### config.mk
export PLATFORM = sky130hd
export DESIGN_NAME = mem_access_ctrl_flat
export DESIGN_NICKNAME = d
export VERILOG_FILES = /design/src/rtl/mem_access_ctrl_if.sv /design/src/rtl/mem_access_ctrl.sv /design/src/flat_wrapper.sv
export SDC_FILE = /design/constraint.sdc
export NUM_CORES = 1
export LEC_CHECK = 0
export BUFFER_PORTS_ARGS = -buffer_cell sky130_fd_sc_hd__clkbuf_2
export CAP_MARGIN = 10
export CORE_MARGIN = 1
export CORE_UTILIZATION = 52
export CTS_CLUSTER_DIAMETER = 100
export DETAILED_ROUTE_END_ITERATION = 7
export HOLD_SLACK_MARGIN = 0.03
export PLACE_DENSITY = 0.85
export SLEW_MARGIN = 5
export SYNTH_ARGS = -nofsm -noshare
export SYNTH_HDL_FRONTEND = slang
export SYNTH_SLANG_ARGS = --single-unit
### constraint.sdc
create_clock -name clk -period 2.6 [get_ports clk]
set_input_delay 0.13 -clock clk [delete_from_list [all_inputs] [get_ports clk]]
set_output_delay 0.13 -clock clk [all_outputs]
set_load 0.01 [all_outputs]
### src/rtl/mem_access_ctrl_if.sv
// -----------------------------------------------------------------------------
// mem_access_ctrl_if
// Bundles the two requester ports and the data-memory bus of mem_access_ctrl.
//
// Handshake: a requester raises pN_req with all fields stable and holds them
// until pN_ack pulses for one cycle (pN_err valid alongside). In the cycle after
// ack the requester drops req or presents a new request.
//
// Signals (N = 0, 1):
//   pN_req, pN_we, pN_addr, pN_size, pN_uns, pN_wdata : requester -> controller
//   pN_rdata, pN_ack, pN_err                           : controller -> requester
//   mem_endr, mem_we, mem_din                          : controller -> memory
//   mem_dout                                           : memory -> controller
// Modports:
//   slave  : controller view
//   master : requester/memory-side view (testbench)
// -----------------------------------------------------------------------------
interface mem_access_ctrl_if #(
    parameter int ADDR_W = 8
);
    logic              p0_req;
    logic              p0_we;
    logic [ADDR_W-1:0] p0_addr;
    logic [1:0]        p0_size;
    logic              p0_uns;
    logic [63:0]       p0_wdata;
    logic [63:0]       p0_rdata;
    logic              p0_ack;
    logic              p0_err;

    logic              p1_req;
    logic              p1_we;
    logic [ADDR_W-1:0] p1_addr;
    logic [1:0]        p1_size;
    logic              p1_uns;
    logic [63:0]       p1_wdata;
    logic [63:0]       p1_rdata;
    logic              p1_ack;
    logic              p1_err;

    logic [ADDR_W-4:0] mem_endr;
    logic              mem_we;
    logic [63:0]       mem_din;
    logic [63:0]       mem_dout;

    modport slave (
        input  p0_req, p0_we, p0_addr, p0_size, p0_uns, p0_wdata,
        output p0_rdata, p0_ack, p0_err,
        input  p1_req, p1_we, p1_addr, p1_size, p1_uns, p1_wdata,
        output p1_rdata, p1_ack, p1_err,
        output mem_endr, mem_we, mem_din,
        input  mem_dout
    );

    modport master (
        output p0_req, p0_we, p0_addr, p0_size, p0_uns, p0_wdata,
        input  p0_rdata, p0_ack, p0_err,
        output p1_req, p1_we, p1_addr, p1_size, p1_uns, p1_wdata,
        input  p1_rdata, p1_ack, p1_err,
        input  mem_endr, mem_we, mem_din,
        output mem_dout
    );
endinterface

### src/rtl/mem_access_ctrl.sv
// -----------------------------------------------------------------------------
// mem_access_ctrl
// Load/store sequencer and two-port round-robin arbiter in front of a
// 64-bit x 32-entry data memory (combinational read, synchronous write).
// Byte/half/word/doubleword accesses; sub-doubleword stores use
// read-modify-write; loads are zero- or sign-extended.
//
// Ports:
//   clk         : clock, rising edge
//   rst_n       : asynchronous active-low reset
//   bus         : mem_access_ctrl_if.slave (requester ports 0/1 + memory bus)
//   o_dbg_state : current FSM state (0 IDLE, 1 ACCESS, 2 WRITE, 3 RESP)
//
// Configuration macro: MEMCTRL_DEBUG_PORT_EN
//   defined   : port 1 fully functional, round-robin arbitration
//   undefined : p1_req ignored, port 1 outputs tied to 0, port 0 always granted
// -----------------------------------------------------------------------------
module mem_access_ctrl #(
    parameter int ADDR_W = 8
) (
    input  logic                 clk,
    input  logic                 rst_n,
    mem_access_ctrl_if.slave     bus,
    output logic [1:0]           o_dbg_state
);
    typedef enum logic [1:0] {
        S_IDLE   = 2'd0,
        S_ACCESS = 2'd1,
        S_WRITE  = 2'd2,
        S_RESP   = 2'd3
    } state_t;

    state_t            r_state;
    logic              r_we;
    logic              r_uns;
    logic [1:0]        r_size;
    logic [2:0]        r_off;
    logic [63:0]       r_wdata;
    logic [ADDR_W-4:0] r_mem_endr;
    logic              r_mem_we;
    logic [63:0]       r_mem_din;   // doubles as the RMW merge register
    logic              r_ack;
    logic              r_err;
    logic [63:0]       r_rdata0;
`ifdef MEMCTRL_DEBUG_PORT_EN
    logic              r_gnt;       // port owning the current transaction
    logic              r_last;      // last granted port, resets to 1
    logic [63:0]       r_rdata1;
    logic              w_gnt;
`endif

    logic              w_req_any;
    logic              w_we;
    logic              w_uns;
    logic [1:0]        w_size;
    logic [ADDR_W-1:0] w_addr;
    logic [63:0]       w_wdata;
    logic              w_misal;

    // Arbitration and request field selection in IDLE.
    always_comb begin
        w_we    = bus.p0_we;
        w_uns   = bus.p0_uns;
        w_size  = bus.p0_size;
        w_addr  = bus.p0_addr;
        w_wdata = bus.p0_wdata;
`ifdef MEMCTRL_DEBUG_PORT_EN
        w_req_any = bus.p0_req | bus.p1_req;
        // On a tie the port not granted last wins; a lone requester always wins.
        if (bus.p0_req && bus.p1_req) begin
            w_gnt = ~r_last;
        end else begin
            w_gnt = bus.p1_req;
        end
        if (w_gnt) begin
            w_we    = bus.p1_we;
            w_uns   = bus.p1_uns;
            w_size  = bus.p1_size;
            w_addr  = bus.p1_addr;
            w_wdata = bus.p1_wdata;
        end
`else
        w_req_any = bus.p0_req;
`endif
        case (w_size)
            2'b01:   w_misal = w_addr[0];
            2'b10:   w_misal = |w_addr[1:0];
            2'b11:   w_misal = |w_addr[2:0];
            default: w_misal = 1'b0;
        endcase
    end

    logic [5:0]  w_bitoff;
    logic [63:0] w_shift;
    logic [63:0] w_load;
    logic [63:0] w_lane_mask;
    logic [63:0] w_merge;

    // Lane extraction for loads and lane merge for RMW stores, both driven
    // from the captured request and the memory word currently addressed.
    always_comb begin
        w_bitoff = {r_off, 3'b000};
        w_shift  = bus.mem_dout >> w_bitoff;
        case (r_size)
            2'b00: begin
                w_lane_mask = 64'h0000_0000_0000_00FF;
                w_load = r_uns ? {56'd0, w_shift[7:0]} : {{56{w_shift[7]}}, w_shift[7:0]};
            end
            2'b01: begin
                w_lane_mask = 64'h0000_0000_0000_FFFF;
                w_load = r_uns ? {48'd0, w_shift[15:0]} : {{48{w_shift[15]}}, w_shift[15:0]};
            end
            2'b10: begin
                w_lane_mask = 64'h0000_0000_FFFF_FFFF;
                w_load = r_uns ? {32'd0, w_shift[31:0]} : {{32{w_shift[31]}}, w_shift[31:0]};
            end
            default: begin
                w_lane_mask = '1;
                w_load      = w_shift;
            end
        endcase
        w_merge = (bus.mem_dout & ~(w_lane_mask << w_bitoff)) |
                  ((r_wdata & w_lane_mask) << w_bitoff);
    end

    always_ff @(posedge clk or negedge rst_n) begin
        if (!rst_n) begin
            r_state    <= S_IDLE;
            r_we       <= 1'b0;
            r_uns      <= 1'b0;
            r_size     <= 2'b00;
            r_off      <= 3'd0;
            r_wdata    <= '0;
            r_mem_endr <= '0;
            r_mem_we   <= 1'b0;
            r_mem_din  <= '0;
            r_ack      <= 1'b0;
            r_err      <= 1'b0;
            r_rdata0   <= '0;
`ifdef MEMCTRL_DEBUG_PORT_EN
            r_gnt      <= 1'b0;
            r_last     <= 1'b1;
            r_rdata1   <= '0;
`endif
        end else begin
            case (r_state)
                S_IDLE: begin
                    if (w_req_any) begin
                        r_we       <= w_we;
                        r_uns      <= w_uns;
                        r_size     <= w_size;
                        r_off      <= w_addr[2:0];
                        r_wdata    <= w_wdata;
                        r_mem_endr <= w_addr[ADDR_W-1:3];
`ifdef MEMCTRL_DEBUG_PORT_EN
                        r_gnt      <= w_gnt;
                        r_last     <= w_gnt;
`endif
                        if (w_misal) begin
                            r_ack   <= 1'b1;
                            r_err   <= 1'b1;
                            r_state <= S_RESP;
                        end else begin
                            // A doubleword store writes straight out of ACCESS.
                            r_mem_we <= w_we && (w_size == 2'b11);
                            if (w_we) begin
                                r_mem_din <= w_wdata;
                            end
                            r_state <= S_ACCESS;
                        end
                    end
                end
                S_ACCESS: begin
                    if (!r_we) begin
`ifdef MEMCTRL_DEBUG_PORT_EN
                        if (r_gnt) r_rdata1 <= w_load;
                        else
`endif
                        r_rdata0 <= w_load;
                        r_ack    <= 1'b1;
                        r_state  <= S_RESP;
                    end else if (r_size == 2'b11) begin
                        r_mem_we <= 1'b0;
                        r_ack    <= 1'b1;
                        r_state  <= S_RESP;
                    end else begin
                        r_mem_din <= w_merge;
                        r_mem_we  <= 1'b1;
                        r_state   <= S_WRITE;
                    end
                end
                S_WRITE: begin
                    r_mem_we <= 1'b0;
                    r_ack    <= 1'b1;
                    r_state  <= S_RESP;
                end
                S_RESP: begin
                    r_ack   <= 1'b0;
                    r_err   <= 1'b0;
                    r_state <= S_IDLE;
                end
                default: r_state <= S_IDLE;
            endcase
        end
    end

    assign bus.mem_endr = r_mem_endr;
    assign bus.mem_we   = r_mem_we;
    assign bus.mem_din  = r_mem_din;
    assign bus.p0_rdata = r_rdata0;
    assign o_dbg_state  = r_state;
`ifdef MEMCTRL_DEBUG_PORT_EN
    assign bus.p0_ack   = r_ack & ~r_gnt;
    assign bus.p0_err   = r_err & ~r_gnt;
    assign bus.p1_ack   = r_ack & r_gnt;
    assign bus.p1_err   = r_err & r_gnt;
    assign bus.p1_rdata = r_rdata1;
`else
    assign bus.p0_ack   = r_ack;
    assign bus.p0_err   = r_err;
    assign bus.p1_ack   = 1'b0;
    assign bus.p1_err   = 1'b0;
    assign bus.p1_rdata = '0;
`endif
endmodule

### src/flat_wrapper.sv
// flat-port wrapper written by rule: the top's interface ports become plain ports
module mem_access_ctrl_flat 
#(
    parameter int ADDR_W = 8
)
  (clk, rst_n, o_dbg_state, bus_p0_req, bus_p0_we, bus_p0_addr, bus_p0_size, bus_p0_uns, bus_p0_wdata, bus_p0_rdata, bus_p0_ack, bus_p0_err, bus_p1_req, bus_p1_we, bus_p1_addr, bus_p1_size, bus_p1_uns, bus_p1_wdata, bus_p1_rdata, bus_p1_ack, bus_p1_err, bus_mem_endr, bus_mem_we, bus_mem_din, bus_mem_dout);
  mem_access_ctrl_if #(.ADDR_W(ADDR_W)) bus_i ();
  input  logic clk;
  input  logic rst_n;
  output logic [1:0] o_dbg_state;
  input wire logic [$bits(bus_i.p0_req)-1:0] bus_p0_req;
  input wire logic [$bits(bus_i.p0_we)-1:0] bus_p0_we;
  input wire logic [$bits(bus_i.p0_addr)-1:0] bus_p0_addr;
  input wire logic [$bits(bus_i.p0_size)-1:0] bus_p0_size;
  input wire logic [$bits(bus_i.p0_uns)-1:0] bus_p0_uns;
  input wire logic [$bits(bus_i.p0_wdata)-1:0] bus_p0_wdata;
  output wire logic [$bits(bus_i.p0_rdata)-1:0] bus_p0_rdata;
  output wire logic [$bits(bus_i.p0_ack)-1:0] bus_p0_ack;
  output wire logic [$bits(bus_i.p0_err)-1:0] bus_p0_err;
  input wire logic [$bits(bus_i.p1_req)-1:0] bus_p1_req;
  input wire logic [$bits(bus_i.p1_we)-1:0] bus_p1_we;
  input wire logic [$bits(bus_i.p1_addr)-1:0] bus_p1_addr;
  input wire logic [$bits(bus_i.p1_size)-1:0] bus_p1_size;
  input wire logic [$bits(bus_i.p1_uns)-1:0] bus_p1_uns;
  input wire logic [$bits(bus_i.p1_wdata)-1:0] bus_p1_wdata;
  output wire logic [$bits(bus_i.p1_rdata)-1:0] bus_p1_rdata;
  output wire logic [$bits(bus_i.p1_ack)-1:0] bus_p1_ack;
  output wire logic [$bits(bus_i.p1_err)-1:0] bus_p1_err;
  output wire logic [$bits(bus_i.mem_endr)-1:0] bus_mem_endr;
  output wire logic [$bits(bus_i.mem_we)-1:0] bus_mem_we;
  output wire logic [$bits(bus_i.mem_din)-1:0] bus_mem_din;
  input wire logic [$bits(bus_i.mem_dout)-1:0] bus_mem_dout;
  assign bus_i.p0_req = bus_p0_req;
  assign bus_i.p0_we = bus_p0_we;
  assign bus_i.p0_addr = bus_p0_addr;
  assign bus_i.p0_size = bus_p0_size;
  assign bus_i.p0_uns = bus_p0_uns;
  assign bus_i.p0_wdata = bus_p0_wdata;
  assign bus_p0_rdata = bus_i.p0_rdata;
  assign bus_p0_ack = bus_i.p0_ack;
  assign bus_p0_err = bus_i.p0_err;
  assign bus_i.p1_req = bus_p1_req;
  assign bus_i.p1_we = bus_p1_we;
  assign bus_i.p1_addr = bus_p1_addr;
  assign bus_i.p1_size = bus_p1_size;
  assign bus_i.p1_uns = bus_p1_uns;
  assign bus_i.p1_wdata = bus_p1_wdata;
  assign bus_p1_rdata = bus_i.p1_rdata;
  assign bus_p1_ack = bus_i.p1_ack;
  assign bus_p1_err = bus_i.p1_err;
  assign bus_mem_endr = bus_i.mem_endr;
  assign bus_mem_we = bus_i.mem_we;
  assign bus_mem_din = bus_i.mem_din;
  assign bus_i.mem_dout = bus_mem_dout;
  mem_access_ctrl #(.ADDR_W(ADDR_W)) u_core (.clk(clk), .rst_n(rst_n), .bus(bus_i), .o_dbg_state(o_dbg_state));
endmodule
==> results.json, run 1 <==
{
  "status": "finished, final reports clean",
  "rsz0062_at_grt": "false",
  "cts_sinks": 209,
  "fmax_mhz": 394,
  "wire_per_inst_um": 24.4,
  "place.detailed.hpwl_mm": 36.7,
  "crit_path_cell_trace": "buf_4 > nand3b_1 > o32ai_1 > nand2_1 > a211oi_1 > buf_4 > a21o_1",
  "max_slew.worst_pin.slew_ns": 0.792,
  "synth_warnings": 0,
  "fill_cells": 1974,
  "area_delta_synth_final_pct": 24.8,
  "synth_edf_count": 0,
  "min_to": "u_core.bus.mem_din[10]",
  "final_area_mm2": 0.0169,
  "r2r-start": "u_core.r_off[1]",
  "vias": 13300,
  "synth.most_common_cell": "dfrtp_1",
  "hold_path_startpoint": "bus_mem_dout[10]",
  "syn_area_mm2": 0.0135,
  "antenna_left": 0,
  "power_density_mw_per_mm2": 1450,
  "drc_errors": 0,
  "slew_violations": 0,
  "cp_data_required_time_ns": 3.06,
  "slew_headroom": 0.471,
  "slowest_delay_ns": 0.53,
  "setup_slack_ns": 0.0646,
  "cts_tree": "done",
  "dieHeight_um": 163,
  "placed_cell_area_mm2": 0.0153,
  "cp_common_cell": "buf_4",
  "drt_wl_total_mm": 51.5,
  "r2r_end": "u_core.bus.mem_din[47]",
  "grt_pass1_wl_mm": 76.8,
  "cts_buffer_depth": 3,
  "fp-row-count": 58,
  "drt_first_pass_iters": 6,
  "numPortBuffers": 280,
  "clock_latency_ns": 0.53,
  "numCtsBuffers": 22,
  "antenna_found_initial": 1,
  "dieArea_mm2": 0.0266,
  "ys_seq_area_frac": 0.387,
  "vias_per_cell": 6.30,
  "ctsRootBufferMaster": "clkbuf_16",
  "synth.avg_cell_area_um2": 9.47,
  "n_antenna_cell": 0,
  "gr-total-overflow": 0,
  "slowest_stage": "dfrtp_2",
  "yosys_register_bits": 209,
  "finalHoldViolCount": 0,
  "synthCells": 1427,
  "synth_cell_types": 62,
  "grt_max_degree": 70,
  "track_usage": 0.383,
  "finalCritPeriodShare": 0.975,
  "cts.clk_slew.worst_paths_ns": 0.06,
  "synthTopCellsByArea": "dfrtp_1 (39%), mux2_2 (8.4%), mux2i_1 (7.0%)",
  "yosysTopAreaCellShare": 0.387,
  "ff_latch_area_mm2": 0.00524,
  "crit_type": "reg2reg",
  "worstPathMaxFanout": 20,
  "die_x_um": 163,
  "layout-drive-gt1-share": 0.320,
  "finalSetupViolCount": 0,
  "peakVddDrop_mv": 0.791,
  "clock_skew_ns": 0.0147,
  "core_mm2": 0.0253,
  "multi_input_area_mm2": 0.00739,
  "first_iter_violations": 1523,
  "synth_common_cells": "dfrtp_1 (209), nand2_1 (154), o21ai_0 (114)",
  "maxCapViolCount": 0,
  "place.gp.congestion": 0.982,
  "cp.arrival_ns": 3.00,
  "hold_class": "in2reg",
  "fin_crit_ns": 2.54,
  "cp-end-kind": "flop",
  "pin_count": 424,
  "holdWs_ns": 0.0471,
  "reg2reg_depth": 7,
  "pre_cts_slack_ns": -0.000512,
  "r2r_setup_slack_ns": 0.06,
  "leakagePower_nw": 7.76,
  "hold_depth": 3,
  "start_kind": "flop",
  "synth_top_area_cell": "dfrtp_1",
  "ys_async_sr_fraction": 1.00,
  "nets": 1994,
  "h-tree-depth": 1,
  "initial_core_util": 0.533,
  "grt_pass1_vias": 13000,
  "yosys_most_used_dff": "dfrtp_1"
}
[cell families (layout without fill, tap and decap cells)]
| family | after synthesis | count (layout) | synth area share |
|---|---|---|---|
| flip-flops | 209 | 209 | 0.387 |
| other | 1 | 66 | 0.000278 |
| AND/OR/NAND/NOR | 356 | 356 | 0.121 |
| multiplexers | 210 | 210 | 0.176 |
| buffers and inverters | 212 | 503 | 0.0865 |
| adder cells (fa/ha/maj) | 4 | 4 | 0.00371 |
| AO/OA/AOI/OAI | 435 | 435 | 0.225 |
[cell type report]
class	count	share of cell area
Tap cell	330	0.0245
Clock inverter	7	0.00519
Multi-Input combinational cell	1071	0.439
Clock buffer	30	0.0387
Timing Repair Buffer	442	0.177
Inverter	24	0.00534
Sequential cell	209	0.311
[worst max path at each step]
stage / depth (start not counted) / slack, ns / end / startpoint
6_report: 7 / 0.06 / u_core.bus.mem_din[47] / u_core.r_off[1]
3_5_place_dp: 6 / -0.0005 / u_core.bus.mem_din[57] / u_core.r_off[0]
3_3_place_gp: 6 / -0.02 / u_core.bus.mem_din[57] / u_core.r_off[0]
2_1_floorplan: 7 / 0.36 / u_core.bus.mem_endr[0] / u_core.o_dbg_state[0]
4_1_cts: 6 / 0.05 / u_core.bus.mem_din[56] / u_core.r_off[0]
5_1_grt: 7 / 0.02 / u_core.bus.mem_din[56] / u_core.r_off[0]
[stage by stage]
stage / setup TNS (ns) / power, W / util / std cells
finish: 0 / 0.0245 / 0.666 / 2113
global route: 0 / 0.0257 / 0.666 / 2113
CTS: 0 / 0.0238 / 0.665 / 2113
detailed placement: -0.000512 / 0.0204 / 0.602 / 1991
global placement: -0.0216 / 0.0200 / 0.602 / 1991
floorplan: 0 / 0.0154 / - / 1492
[critical path, delay by kind of cell (launching register included)]
family,cells,cell delay (ns)
flops,1,0.53
simple gates,2,0.59
buf+inv,2,0.46
compound gates,3,0.88
[sequential cells by signal, indices dropped and copies added (netlist names)]
name                 cells
u_core.bus.mem_din      64
u_core.bus.p0_rdata     64
u_core.r_wdata          64
u_core.bus.mem_endr      5
u_core.r_off             3
u_core.o_dbg_state       2
u_core.r_size            2
u_core.bus.mem_we        1
u_core.bus.p0_ack        1
u_core.bus.p0_err        1
u_core.r_uns             1
u_core.r_we              1
[cell usage in the layout, fill, tap and decap left out, drive strengths merged, types with 77 or more instances in the layout]
| master | n |
|---|---|
| clkbuf | 310 |
| dfrtp | 209 |
| nand2 | 154 |
| o21ai | 121 |
| mux2 | 103 |
| nor2 | 100 |
| mux2i | 95 |
| a21oi | 90 |
| dlygate4sd3 | 85 |
| buf | 77 |
[where the power goes]
part / internal [W] / switching [W]
registers: 0.00497 / 0.00161
logic: 0.00594 / 0.00864
clock network: 0.00194 / 0.00136
[what timing repair did]
| action | in CTS | in global routing |
|---|---|---|
| setup endpoints to repair | 1 | 3 |
| hold buffers | 85 | 0 |
| resized for setup | 1 | 4 |
| setup buffers | 0 | 0 |
| hold endpoints to repair | 201 | 0 |
[layer usage]
| metal | vias to the layer above | share of wire | track usage |
|---|---|---|---|
| met2 | 944 | 0.47 | 0.624 |
| met3 | 181 | 0.10 | 0.0835 |
| li1 | 5759 | - | - |
| met4 | 2 | 0.047 | 0.183 |
| met5 | - | 0.00029 | 0 |
| met1 | 6419 | 0.37 | 0.481 |
No activity file was read; power rests on OpenSTA's default activity.
==> run 2, diff against run 1 <==
CORE_UTILIZATION = 50   (was 52)
PLACE_DENSITY = 0.82   (was 0.85)
==> run 2 against run 1 <==
Effect of this change: the flow now finishes with violations (DRC); first-iteration DRC count down 5.1%; sequential power down 1%; total power up 1.6%; sequential share of layout area down 0.36 points; routed wire length up 1.4%; largest cell class unchanged.
==> results.json, run 2 (synthesis gave the netlist of run 1 again) <==
{
  "first_iter_violations": 1446,
  "grt_max_degree": 88,
  "nets": 2007,
  "slew_violations": 0,
  "wire_per_inst_um": 24.5,
  "layout_commonest_cell": "clkbuf_2",
  "power_density_mw_per_mm2": 1460,
  "clock_skew_ns": 0.0229,
  "drt_wl_total_mm": 52.2,
  "drt_first_pass_iters": 8,
  "crit_path_cell_trace": "buf_4 > and3b_1 > nand2_1 > o22ai_1 > a2111oi_2 > buf_4 > o21ai_0",
  "max_slew.worst_pin.slew_ns": 1.01,
  "ctsRootBufferMaster": "clkbuf_16",
  "numCtsBuffers": 23,
  "cp.arrival_ns": 2.96,
  "initial_core_util": 0.514,
  "cts.clk_slew.worst_paths_ns": 0.07,
  "rsz0062_at_grt": "false",
  "final_cell_mix": "clkbuf_2 (279), dfrtp_1 (206), nand2_1 (153), o21ai_0 (114), mux2_2 (101)",
  "leakagePower_nw": 7.86,
  "start_kind": "flop",
  "peakVddDrop_mv": 0.738,
  "cts_buffer_depth": 3,
  "antenna_left": 0,
  "core_mm2": 0.0263,
  "pin_count": 424,
  "hold_class": "in2reg",
  "slowest_delay_ns": 0.57,
  "cp-end-kind": "flop",
  "postCtsSetupRepairBufs": 0,
  "crit_type": "reg2reg",
  "slowest_stage": "dfrtp_1",
  "dieHeight_um": 166,
  "antenna_found_initial": 2,
  "power_w": 0.0248,
  "area_delta_synth_final_pct": 26.3,
  "slew_headroom": 0.328,
  "status": "finished, violations left",
  "holdWs_ns": 0.0463,
  "finalCritPeriodShare": 0.993,
  "cts_tree": "done",
  "h-tree-depth": 1,
  "fin_crit_ns": 2.58,
  "drc_errors": 26,
  "maxCapViolCount": 0,
  "layout-drive-gt1-share": 0.327,
  "cts_sinks": 209,
  "fmax_mhz": 387,
  "worstPathMaxFanout": 20,
  "grt_pass1_wl_mm": 77.7,
  "die_x_um": 166,
  "finalSetupViolCount": 0,
  "vias_per_cell": 6.25,
  "finalHoldViolCount": 0,
  "cp_data_required_time_ns": 2.98,
  "violations": "DRC",
  "place.detailed.hpwl_mm": 37.2,
  "vias": 13300,
  "gr-total-overflow": 0,
  "place.gp.congestion": 0.994,
  "dieArea_mm2": 0.0277,
  "fp-row-count": 59,
  "track_usage": 0.368,
  "cp_common_cell": "buf_4",
  "clock_latency_ns": 0.53,
  "grt_pass1_vias": 12900,
  "numPortBuffers": 280
}
-- run 2: where the power goes --
group	switching, W	internal (W)
Combinational	0.00882	0.00622
Sequential	0.00151	0.00497
Clock	0.00139	0.00192
Total	0.0117	0.0131
-- run 2: final timing paths --
| check | slack (ns) | depth (start not counted) | startpoint | endpoint |
|---|---|---|---|---|
| worst max register to register | 0.02 | 7 | u_core.r_size[1] | u_core.bus.mem_din[61] |
| max in group asynchronous | 1.64 | 3 | rst_n | u_core.r_wdata[40] |
| worst max-delay path | 0.02 | 7 | u_core.r_size[1] | u_core.bus.mem_din[61] |
| worst min register to register | 0.48 | 2 | u_core.bus.mem_din[14] | u_core.bus.mem_din[14] |
| worst min-delay path | 0.05 | 3 | bus_mem_dout[10] | u_core.bus.mem_din[10] |
| min in group asynchronous | 0.18 | 2 | rst_n | u_core.bus.p0_rdata[36] |
-- run 2: through the flow --
step | worst slack (ns) | utilization | instances | setup TNS, ns | cell area [um2]
after floorplan | 0.357 | - | 1492 | 0 | 13800
after CTS | 0.0290 | 0.648 | 2133 | 0 | 17000
after global routing | 0.0171 | 0.649 | 2134 | 0 | 17100
after detailed placement | -0.155 | 0.588 | 2010 | -0.264 | 15400
final | 0.0178 | 0.649 | 2134 | 0 | 17100
after global placement | -0.138 | 0.588 | 2010 | -0.246 | 15400
-- run 2: layout make-up --
type	count	area [um2]
Timing Repair Buffer	454	3150
Multi-Input combinational cell	1071	7410
Antenna cell	1	2.50
Inverter	24	90.1
Tap cell	335	419
Sequential cell	209	5240
Fill cell	2066	9220
Clock buffer	32	679
Clock inverter	8	77.6
-- run 2: timing repair --
action / 4_1_cts / 5_1_grt
resized for setup: 3 / 5
pin swaps: 0 / 0
cloned: 0 / 0
endpoints found under the setup margin: 2 / 5
hold endpoints to repair: 190 / 0
hold buffers: 83 / 0
-- run 2: critical path: cells and delay by family (launching register included) --
| family | cells | cell delay (ns) |
|---|---|---|
| buf+inv | 2 | 0.54 |
| flops | 1 | 0.57 |
| compound gates | 3 | 0.73 |
| simple gates | 2 | 0.61 |
-- run 2: layer usage --
metal  global-route usage  wire, um
met4                0.160      2360
met5                    0        12
met1                0.488     20600
met3               0.0574      4740
met2                0.599     24600
==> run 3, diff against run 2 <==
CORE_UTILIZATION = 30   (was 50)
PLACE_DENSITY = 0.56   (was 0.82)
==> run 3 against run 2 <==
Effect of this change: sequential share of layout area decreased by 0.80 points; cell area increased by 2.7%; the flow now finishes without violations; critical path type unchanged; global-route usage decreased by 13 points; critical path depth unchanged; non-clock buffer count increased by 8; first-iteration DRC count decreased by 27%; final cell count increased by 13%; die area increased by 66%; register-to-register slack improved by 0.07 ns; clock-buffer cell count increased by 3; flip-flop and latch count unchanged; clock skew decreased by 0.0026 ns.
==> results.json, run 3 (synthesis gave the netlist of run 1 again) <==
{
  "cp_data_required_time_ns": 3.08,
  "finalSetupViolCount": 0,
  "clock_skew_ns": 0.0203,
  "final_area_mm2": 0.0175,
  "rsz0062_at_grt": "false",
  "grt_max_degree": 87,
  "cts_sinks": 209,
  "fin_cells": 2404,
  "place.detailed.hpwl_mm": 43.5,
  "finalHoldViolCount": 0,
  "wire_per_inst_um": 23.5,
  "drt_wl_total_mm": 56.6,
  "leakagePower_nw": 7.92,
  "core_mm2": 0.0443,
  "peakVddDrop_mv": 0.571,
  "drt_first_pass_iters": 6,
  "dieHeight_um": 214,
  "gr-total-overflow": 0,
  "track_usage": 0.240,
  "worstPathMaxFanout": 17,
  "clock_latency_ns": 0.55,
  "drc_errors": 0,
  "place.gp.congestion": 0.920,
  "cts.clk_slew.worst_paths_ns": 0.06,
  "fin_crit_ns": 2.51,
  "die_x_um": 214,
  "grt_pass1_vias": 12500,
  "numPortBuffers": 280,
  "hold_class": "in2reg",
  "fill_cells": 4543,
  "nets": 2017,
  "final_cell_mix": "clkbuf_2 (279), dfrtp_1 (206), nand2_1 (153), o21ai_0 (114), mux2_2 (101)",
  "slew_headroom": 0.456,
  "initial_core_util": 0.305,
  "power_density_mw_per_mm2": 1430,
  "vias": 12700,
  "grt_pass1_wl_mm": 82.5,
  "placed_cell_area_mm2": 0.0158,
  "layout-drive-gt1-share": 0.326,
  "ctsRootBufferMaster": "clkbuf_16",
  "pin_count": 424,
  "layout_commonest_cell": "clkbuf_2",
  "antenna_found_initial": 5,
  "first_iter_violations": 1060,
  "numPlacedInstances": 2269,
  "finalCritPeriodShare": 0.967,
  "status": "finished, final reports clean",
  "cts_buffer_depth": 3,
  "cp.arrival_ns": 2.99,
  "numCtsBuffers": 25,
  "h-tree-depth": 1,
  "area_delta_synth_final_pct": 29.7,
  "slew_violations": 0,
  "antenna_left": 0,
  "vias_per_cell": 5.28,
  "cp-end-kind": "flop",
  "maxCapViolCount": 0,
  "crit_type": "reg2reg",
  "start_kind": "flop",
  "fp-row-count": 77,
  "fmax_mhz": 398,
  "dieArea_mm2": 0.0459,
  "finalCoreUtilization": 0.395,
  "max_slew.worst_pin.slew_ns": 0.814,
  "cts_tree": "done"
}
==> run 3: cell types whose count changed in the layout (fill, tap and decap cells not counted), moves of 2 or more <==
| cell | previous run | this run |
|---|---|---|
| dlygate4sd3_1 | 83 | 88 |
| clkbuf_1 | 2 | 6 |
| buf_4 | 73 | 76 |
| clkbuf_8 | 8 | 5 |
| bufinv_16 | 1 | 3 |
| clkbuf_16 | 23 | 25 |
| clkinv_4 | 2 | 0 |
| nor2_1 | 97 | 99 |
| nor2_2 | 2 | 0 |
| o31ai_1 | 12 | 10 |
==> run 3: per-stage QoR <==
stage	setup TNS (ns)	power, W	hold slack, ns	setup slack (ns)
final	0	0.0251	0.0502	0.0858
after global routing	0	0.0266	0.0464	0.0157
after CTS	0	0.0251	0.0332	0.0424
after detailed placement	-0.799	0.0212	0.187	-0.361
after global placement	-0.575	0.0211	0.186	-0.260
after floorplan	0	0.0154	-0.166	0.357
==> run 3: final timing paths <==
kind                                               from                      end  slack [ns]  cells after the start
worst max-delay path                   u_core.r_size[1]   u_core.bus.mem_din[29]        0.09                      7
worst min-delay path                   bus_mem_dout[59]  u_core.bus.p0_rdata[59]        0.05                      3
worst max register to register         u_core.r_size[1]   u_core.bus.mem_din[29]        0.09                      7
worst min register to register  u_core.bus.p0_rdata[14]  u_core.bus.p0_rdata[14]        0.48                      2
max in group asynchronous                         rst_n          u_core.r_off[0]        1.60                      3
min in group asynchronous                         rst_n       u_core.r_wdata[29]        0.15                      2
==> run 3: layout make-up <==
class | count | area, um2 | share of cell area
clock inverter | 9 | 129 | 0.00736
multi-input combinational | 1071 | 7400 | 0.423
antenna | 2 | 5.00 | 0.000286
sequential | 209 | 5240 | 0.299
tap | 592 | 741 | 0.0423
timing repair buffer | 462 | 3210 | 0.183
inverter | 24 | 90.1 | 0.00514
clock buffer | 35 | 703 | 0.0401
==> run 3: what timing repair did <==
item | in CTS | in global routing
setup buffers | 0 | 1
endpoints found under the hold margin | 204 | 0
gates resized for setup | 5 | 1
hold buffers | 88 | 0
gates cloned | 0 | 0
endpoints found under the setup margin | 8 | 3
==> run 3: critical path: stages (launching register included) <==
cell and delay, ns:
dfrtp_1 0.63, buf_4 0.34, o21ai_0 0.15, o21ai_0 0.59, a22oi_1 0.12, o21ai_0 0.34
buf_4 0.17, a22o_1 0.10
==> run 3: layer usage <==
metal | routed length (um) | share of wire | track usage | vias up
li1 | - | - | - | 5809
met1 | 24800 | 0.44 | 0.329 | 6283
met2 | 26700 | 0.47 | 0.396 | 539
met3 | 3720 | 0.066 | 0.0345 | 72
met4 | 1270 | 0.023 | 0.0593 | 2
met5 | 13 | 0.00023 | 0 | -
==> run 3: power breakdown <==
group | switching [W] | leakage (nW) | internal (W)
Clock | 0.00142 | 0.403 | 0.00217
Combinational | 0.00875 | 5.04 | 0.00622
Sequential | 0.00156 | 2.48 | 0.00498
